===== src/rtl/mult_share_sched.sv =====
// Round-robin scheduler that shares one sequential multiplier between two requesters.
// Each response is issued a fixed LATENCY cycles after the start pulse, so multiplier timing never leaks out.
module mult_share_sched #(
  parameter int WIDTH   = 4,
  parameter int LATENCY = 8
) (
  input  logic                 clk,
  input  logic                 rst,
  input  logic                 req_valid_0,
  input  logic                 req_valid_1,
  output logic                 req_ready_0,
  output logic                 req_ready_1,
  input  logic [WIDTH-1:0]     req_a_0,
  input  logic [WIDTH-1:0]     req_a_1,
  input  logic [WIDTH-1:0]     req_b_0,
  input  logic [WIDTH-1:0]     req_b_1,
  output logic                 resp_valid_0,
  output logic                 resp_valid_1,
  output logic [2*WIDTH-1:0]   resp_product,
  output logic                 mult_start,
  output logic [WIDTH-1:0]     mult_multiplier,
  output logic [WIDTH-1:0]     mult_multiplicand,
  input  logic [2*WIDTH-1:0]   mult_product,
  input  logic                 mult_done,
  output logic                 err
);

  localparam int CW = $clog2(LATENCY) + 1;

  typedef enum logic [1:0] {IDLE, ISSUE, WAIT, RESP} state_t;

  state_t             state_q, state_d;
  logic [CW-1:0]      cnt_q, cnt_d;
  logic [WIDTH-1:0]   a_q, a_d, b_q, b_d;
  logic [2*WIDTH-1:0] prod_q, prod_d;
  logic               id_q, id_d;
  logic               prio_q, prio_d;
  logic               got_done_q, got_done_d;
  logic               err_q, err_d;
  logic               grant_0, grant_1;

  // prio_q names the requester that wins a tie; it always points away from the last grant.
  always_comb begin
    grant_0 = req_valid_0 && (!req_valid_1 || !prio_q);
    grant_1 = req_valid_1 && (!req_valid_0 || prio_q);
  end

  always_comb begin
    state_d    = state_q;
    cnt_d      = cnt_q;
    a_d        = a_q;
    b_d        = b_q;
    prod_d     = prod_q;
    id_d       = id_q;
    prio_d     = prio_q;
    got_done_d = got_done_q;
    err_d      = err_q;
    case (state_q)
      IDLE: begin
        if (grant_0 || grant_1) begin
          a_d     = grant_1 ? req_a_1 : req_a_0;
          b_d     = grant_1 ? req_b_1 : req_b_0;
          id_d    = grant_1;
          prio_d  = !grant_1;
          state_d = ISSUE;
        end
      end
      ISSUE: begin
        cnt_d      = '0;
        got_done_d = 1'b0;
        prod_d     = '0;
        state_d    = WAIT;
      end
      WAIT: begin
        cnt_d = cnt_q + 1'b1;
        if (mult_done && !got_done_q) begin
          prod_d     = mult_product;
          got_done_d = 1'b1;
        end
        // WAIT spans LATENCY-1 cycles so RESP lands LATENCY cycles after the start pulse.
        if (cnt_q == CW'(LATENCY - 2)) begin
          state_d = RESP;
        end
      end
      RESP: begin
        if (!got_done_q) begin
          err_d = 1'b1;
        end
        state_d = IDLE;
      end
    endcase
  end

  always_comb begin
    req_ready_0       = rst && (state_q == IDLE) && grant_0;
    req_ready_1       = rst && (state_q == IDLE) && grant_1;
    mult_start        = (state_q == ISSUE);
    mult_multiplier   = (state_q == IDLE) ? '0 : a_q;
    mult_multiplicand = (state_q == IDLE) ? '0 : b_q;
    resp_valid_0      = (state_q == RESP) && !id_q;
    resp_valid_1      = (state_q == RESP) && id_q;
    resp_product      = ((state_q == RESP) && got_done_q) ? prod_q : '0;
    err               = err_q;
  end

  always_ff @(posedge clk) begin
    if (!rst) begin
      state_q    <= IDLE;
      cnt_q      <= '0;
      a_q        <= '0;
      b_q        <= '0;
      prod_q     <= '0;
      id_q       <= 1'b0;
      prio_q     <= 1'b0;
      got_done_q <= 1'b0;
      err_q      <= 1'b0;
    end else begin
      state_q    <= state_d;
      cnt_q      <= cnt_d;
      a_q        <= a_d;
      b_q        <= b_d;
      prod_q     <= prod_d;
      id_q       <= id_d;
      prio_q     <= prio_d;
      got_done_q <= got_done_d;
      err_q      <= err_d;
    end
  end

endmodule

===== config.mk =====
export PLATFORM = sky130hd
export DESIGN_NAME = mult_share_sched
export DESIGN_NICKNAME = d
export VERILOG_FILES = /design/src/rtl/mult_share_sched.sv
export SDC_FILE = /design/constraint.sdc
export NUM_CORES = 1
export LEC_CHECK = 0
export BUFFER_PORTS_ARGS = -buffer_cell sky130_fd_sc_hd__buf_2
export CELL_PAD_IN_SITES_DETAIL_PLACEMENT = 1
export CELL_PAD_IN_SITES_GLOBAL_PLACEMENT = 1
export CORE_MARGIN = 3
export CORE_UTILIZATION = 31
export DETAILED_ROUTE_END_ITERATION = 10
export GPL_ROUTABILITY_DRIVEN = 0
export PLACE_DENSITY_LB_ADDON = 0.1
export SLEW_MARGIN = 25
export SYNTH_ARGS = -nofsm -noshare
export SYNTH_HDL_FRONTEND = slang
export SYNTH_SLANG_ARGS = --single-unit

===== constraint.sdc =====
create_clock -name clk -period 1.5 [get_ports clk]
set_clock_uncertainty 0.1 [all_clocks]
set_input_delay 0.075 -clock clk [delete_from_list [all_inputs] [get_ports clk]]
set_output_delay 0.075 -clock clk [all_outputs]
set_load 0.01 [all_outputs]

======== Word-level counts from Yosys, hierarchy flattened ========
Cells that the tools add are included.
cells by class
  muxes and demuxes ....................... 13
  reduce and logical (&&, ||, !) cells .... 24
  shift-type cells ........................ 0
  multiply operators ...................... 0
  div/mod/pow operators ................... 0
  add/sub/neg operators ................... 1
  bitwise gates (word level) .............. 1
  equal/unequal tests ..................... 7
  order comparisons ....................... 0
operators with widths
  operator             count
  $mux 4               4
  $mux 8               2
  $pmux 8 s2           1
  $logic_and 1x1->1    9
  $pmux 2 s4           1
  $pmux 4 s2           1
  $reduce_and 2->1     4
  $logic_not 1->1      6
  $ne 2x2->1 const B   3
  $add 4x1->4 const B  1
  $eq 2x2->1 const B   2
  $eq 4x3->1 const B   1
  $mux 2               2
  $logic_or 1x1->1     3
  $eq 2x1->1 const B   1
  $logic_not 2->1      1
  $pmux 1 s2           1
  $reduce_bool 2->1    1
  $mux 1               1
  $not 1->1            1
storage, ports and cells
  RAM bits ................................ 0
  register bits after elaboration ......... 26
  latch bits .............................. 0
  bits in read-only memories .............. 0
  input port bits ......................... 29
  memories kept ........................... 0
  output and inout bits ................... 22

======== Depth between registers and ports, before layout ========
  depth in word-level cells ............... 6
  mapped depth ............................ 7
  depth with buffers taken out ............ 5

======== Worst setup path before layout ========
OpenSTA, ideal clock, no wires.
  path type ............................... register -> register
  start ................................... register state_q[0]
  end ..................................... register got_done_q
  buffers on the path ..................... 2
  setup slack ............................. 0.059 ns
  data arrival time ....................... 1.213 ns
  data required time ...................... 1.272 ns
  library setup time ...................... 0.128 ns
  stages on the path, launching flop included .. 8
  cells stage by stage .................... dfxtp_1 > inv_1 > ha_1 > buf_4 > nand2b_1 > buf_4 > a22oi_1 > nor2_1
between the ends
  elaborated cells between the ends (all ways) .. 6
RTL lines
  element                                          RTL line  text
  from (decl)                                      32        state_t state_q, state_d;
  from (signal assigned)                           118       state_q <= state_d;
  $eq 2x2->1 / $eq 2x1->1 (equally long branches)  58        case (state_q)
  $pmux 1 s2 *                                     58
  named net got_done_d                             38        logic got_done_q, got_done_d;
  to (signal assigned)                             125       got_done_q <= got_done_d;
  to (decl)                                        38
The timed path passes the listed nets; every way through them passes the cells marked *.
A chain may end at the register's enable or synchronous reset.

======== Worst setup path after layout ========
  start ................................... register state_q[1]
  end ..................................... output mult_multiplicand[1]
between the ends
  cells in the longest elaborated chain, start to end .. 2
ends and longest elaborated chain
  element          RTL line  text
  $logic_not 2->1  99        mult_multiplicand = (state_q == IDLE) ? '0 : b_q;
  $mux 4           99
  to (decl)        22        output logic [WIDTH-1:0] mult_multiplicand,
No other way between the ends.

==> qor.csv <==
metric,value,unit
synth_cell_types,33,
synth_area_per_cell,8.32,um2
p_sw_frac,0.370,
via_per_inst,5.01,
core-area,0.00412,mm2
path_class,flip-flop to output port,
synth-edff-count,0,
rows,23,
async_flop_share,0,
cap_violations,0,
timing.final.crit_share,0.998,
synthTopCellsByArea,"dfxtp_1 38%, nand3b_1 6.1%, ha_1 5.5%, a21oi_1 5.2%, nor2b_1 4.6%",
p_clk_frac,0.148,
fin_util,0.497,
drc,0,
slew_headroom,0.788,
postSynthCellCount,163,
most-common-layout-cells,"50 x buf_2, 24 x dfxtp_1, 24 x dlygate4sd3_1, 14 x nand2_1, 14 x a21oi_1",
grt_usage,0.168,
vdd_ir_drop_max,0.000430,V
endpoint_kind,output port,
hp-class,primary input to flip-flop,
wl_per_cell,14.1,um
grt_max_degree,18,
setup_viol_count_final,0,
vias,1468,
yosysWarnings,0,
power.switching,0.000979,W
antenna_found_initial,0,
overflow,0,
drt_wl_total,4.14,mm
cts_buffers,3,
cp_max_fo,6,
cts-root-buf,clkbuf_8,
critPathSlowestCell,dfxtp_2,
path_cells,inv_2 > ha_4 > buf_6 > buf_6 > nor2b_1 > buf_2,
antenna_left,0,
p_per_area,1290,mW/mm2
worst_path_most_repeated_cell,buf_6,
cts_tree,yes,
p_leak,0.911,nW
initial_core_util,0.330,
power_frac_seq,0.349,
fillCellCount,513,
antenna_cells,0,
die-area,0.00520,mm2
dp_hpwl,2.83,mm
p_int,0.00167,W
fp.dieH,72.1,um
ctsHtreeMaxLevel,1,
worst_pin_slew,0.318,ns
dr.first_iter.drc_count,40,
final_common_cell,buf_2,
grt_pass1_vias,1539,
rsz0062_at_grt,yes,
status,completed,
fmax,668,MHz
critPathLaunchType,flip-flop,
final.min_clock_period,1.50,ns
die_x,72.1,um
area_growth_syn_to_layout,50.9,%
critical_path_required,1.32,ns
finalHoldViolCount,0,
synth-seq-area-share,0.384,
synth_ff_type,dfxtp_1,
clk_pin_slew,0.09,ns
cts.sinks,26,
tns,0,ns
ys_ff_latch,26,
cp_slowest_stage_delay,0.36,ns
report.final.slew_viol_count,0,
drive_above_1_share,0.342,
port_buffers,50,
comb_power_share,0.503,
netlist.area_leader.share,0.384,
grt_pass1_wl,7.11,mm
num_io_pins,51,
clockBufferDepth,2,
synth_top_area_cell,dfxtp_1,
insertion_delay,0.26,ns
critPathArrivalTime,1.32,ns
syn_area,0.00136,mm2
drt_pass1_iterations,4,
synth_nets,198,
nets,280,
## registers in the layout, summed over array words and instances (netlist names)
name	flops
prod_q	8
a_q	4
b_q	4
cnt_q	4
state_q	2
err	1
got_done_q	1
id_q	1
prio_q	1
## layout make-up
cell class | count | area, um2 | share of cell area
inverters | 7 | 26.3 | 0.0128
flip-flops and latches | 26 | 523 | 0.256
well taps | 50 | 62.6 | 0.0306
multi-input cells | 119 | 787 | 0.384
repair buffers | 88 | 607 | 0.296
clock buffers | 3 | 41.3 | 0.0202
## power groups by stage
stage / clock (W) / sequential, W / combinational, W
after floorplan: 0 / 0.000907 / 0.000692
after global placement: 0 / 0.000922 / 0.000938
after detailed placement: 0 / 0.000932 / 0.000970
after CTS: 0.000411 / 0.000921 / 0.00123
after global routing: 0.000453 / 0.000947 / 0.00147
final: 0.000391 / 0.000925 / 0.00133
## per-layer routing
layer | up-vias | GRT usage | share of wire
met2 | 39 | 0.312 | 0.51
met4 | 0 | 0.0605 | 0.015
met1 | 688 | 0.194 | 0.44
met3 | 8 | 0.0249 | 0.041
met5 | - | 0 | 0
li1 | 733 | - | -
## synth_stat cells, types with 3 or more instances
cell type  number
ha_1            6
and3_1          8
clkbuf_1        4
a31oi_1         8
inv_1           6
nor2_1          4
o21ai_1         9
nor2b_1        10
o21ai_0         7
nand3_1        10
nand2_1        15
dfxtp_1        26
a21oi_1        14
nand3b_1       11
buf_6           3
buf_4           3
## timing repair
action,CTS,global route
setup buffers,6,3
hold buffers,24,0
endpoints found under the setup margin,32,38
resized for setup,13,6
pin swaps,3,3
endpoints found under the hold margin,17,0
## cell families (layout without fill, tap and decap cells)
logic type                 after synthesis  count (layout)  share of synthesized area
and+or+nand+nor                         65              65                      0.275
AOI/OAI and AO/OA                       47              47                      0.203
adders and majority gates                6               6                     0.0553
muxes                                    1               1                    0.00738
DFF                                     26              26                      0.384
buffers and inverters                   18              98                     0.0756
## final timing paths
check / cells past startpoint / startpoint / slack, ns / to
worst max-delay path: 6 / state_q[1] / 0.003 / mult_multiplicand[1]
worst min-delay path: 3 / req_b_0[2] / 0.02 / b_q[2]
worst min register to register: 2 / prod_q[1] / 0.37 / prod_q[1]
worst max register to register: 5 / state_q[0] / 0.03 / prod_q[0]
## worst max-delay path: cells and delay by family (launching register included)
family	cells	cell delay, ns
AND/OR/NAND/NOR	1	0.10
adder cells (fa/ha/maj)	1	0.16
buffers and inverters	4	0.44
flip-flops	1	0.36
## metrics by stage
step / setup WS [ns] / area [um2] / power (W) / hold slack, ns / instances
after floorplan: 0.0588 / 1360 / 0.00160 / 0.111 / 163
after global placement: 0.0290 / 1630 / 0.00186 / 0.218 / 257
after detailed placement: -0.0225 / 1630 / 0.00190 / 0.229 / 257
after CTS: -0.0386 / 1990 / 0.00256 / 0.0123 / 290
after global routing: -0.104 / 2050 / 0.00287 / 0.0382 / 293
final: 0.00261 / 2050 / 0.00265 / 0.0189 / 293
Note: power is estimated with default switching activity, not from simulation.
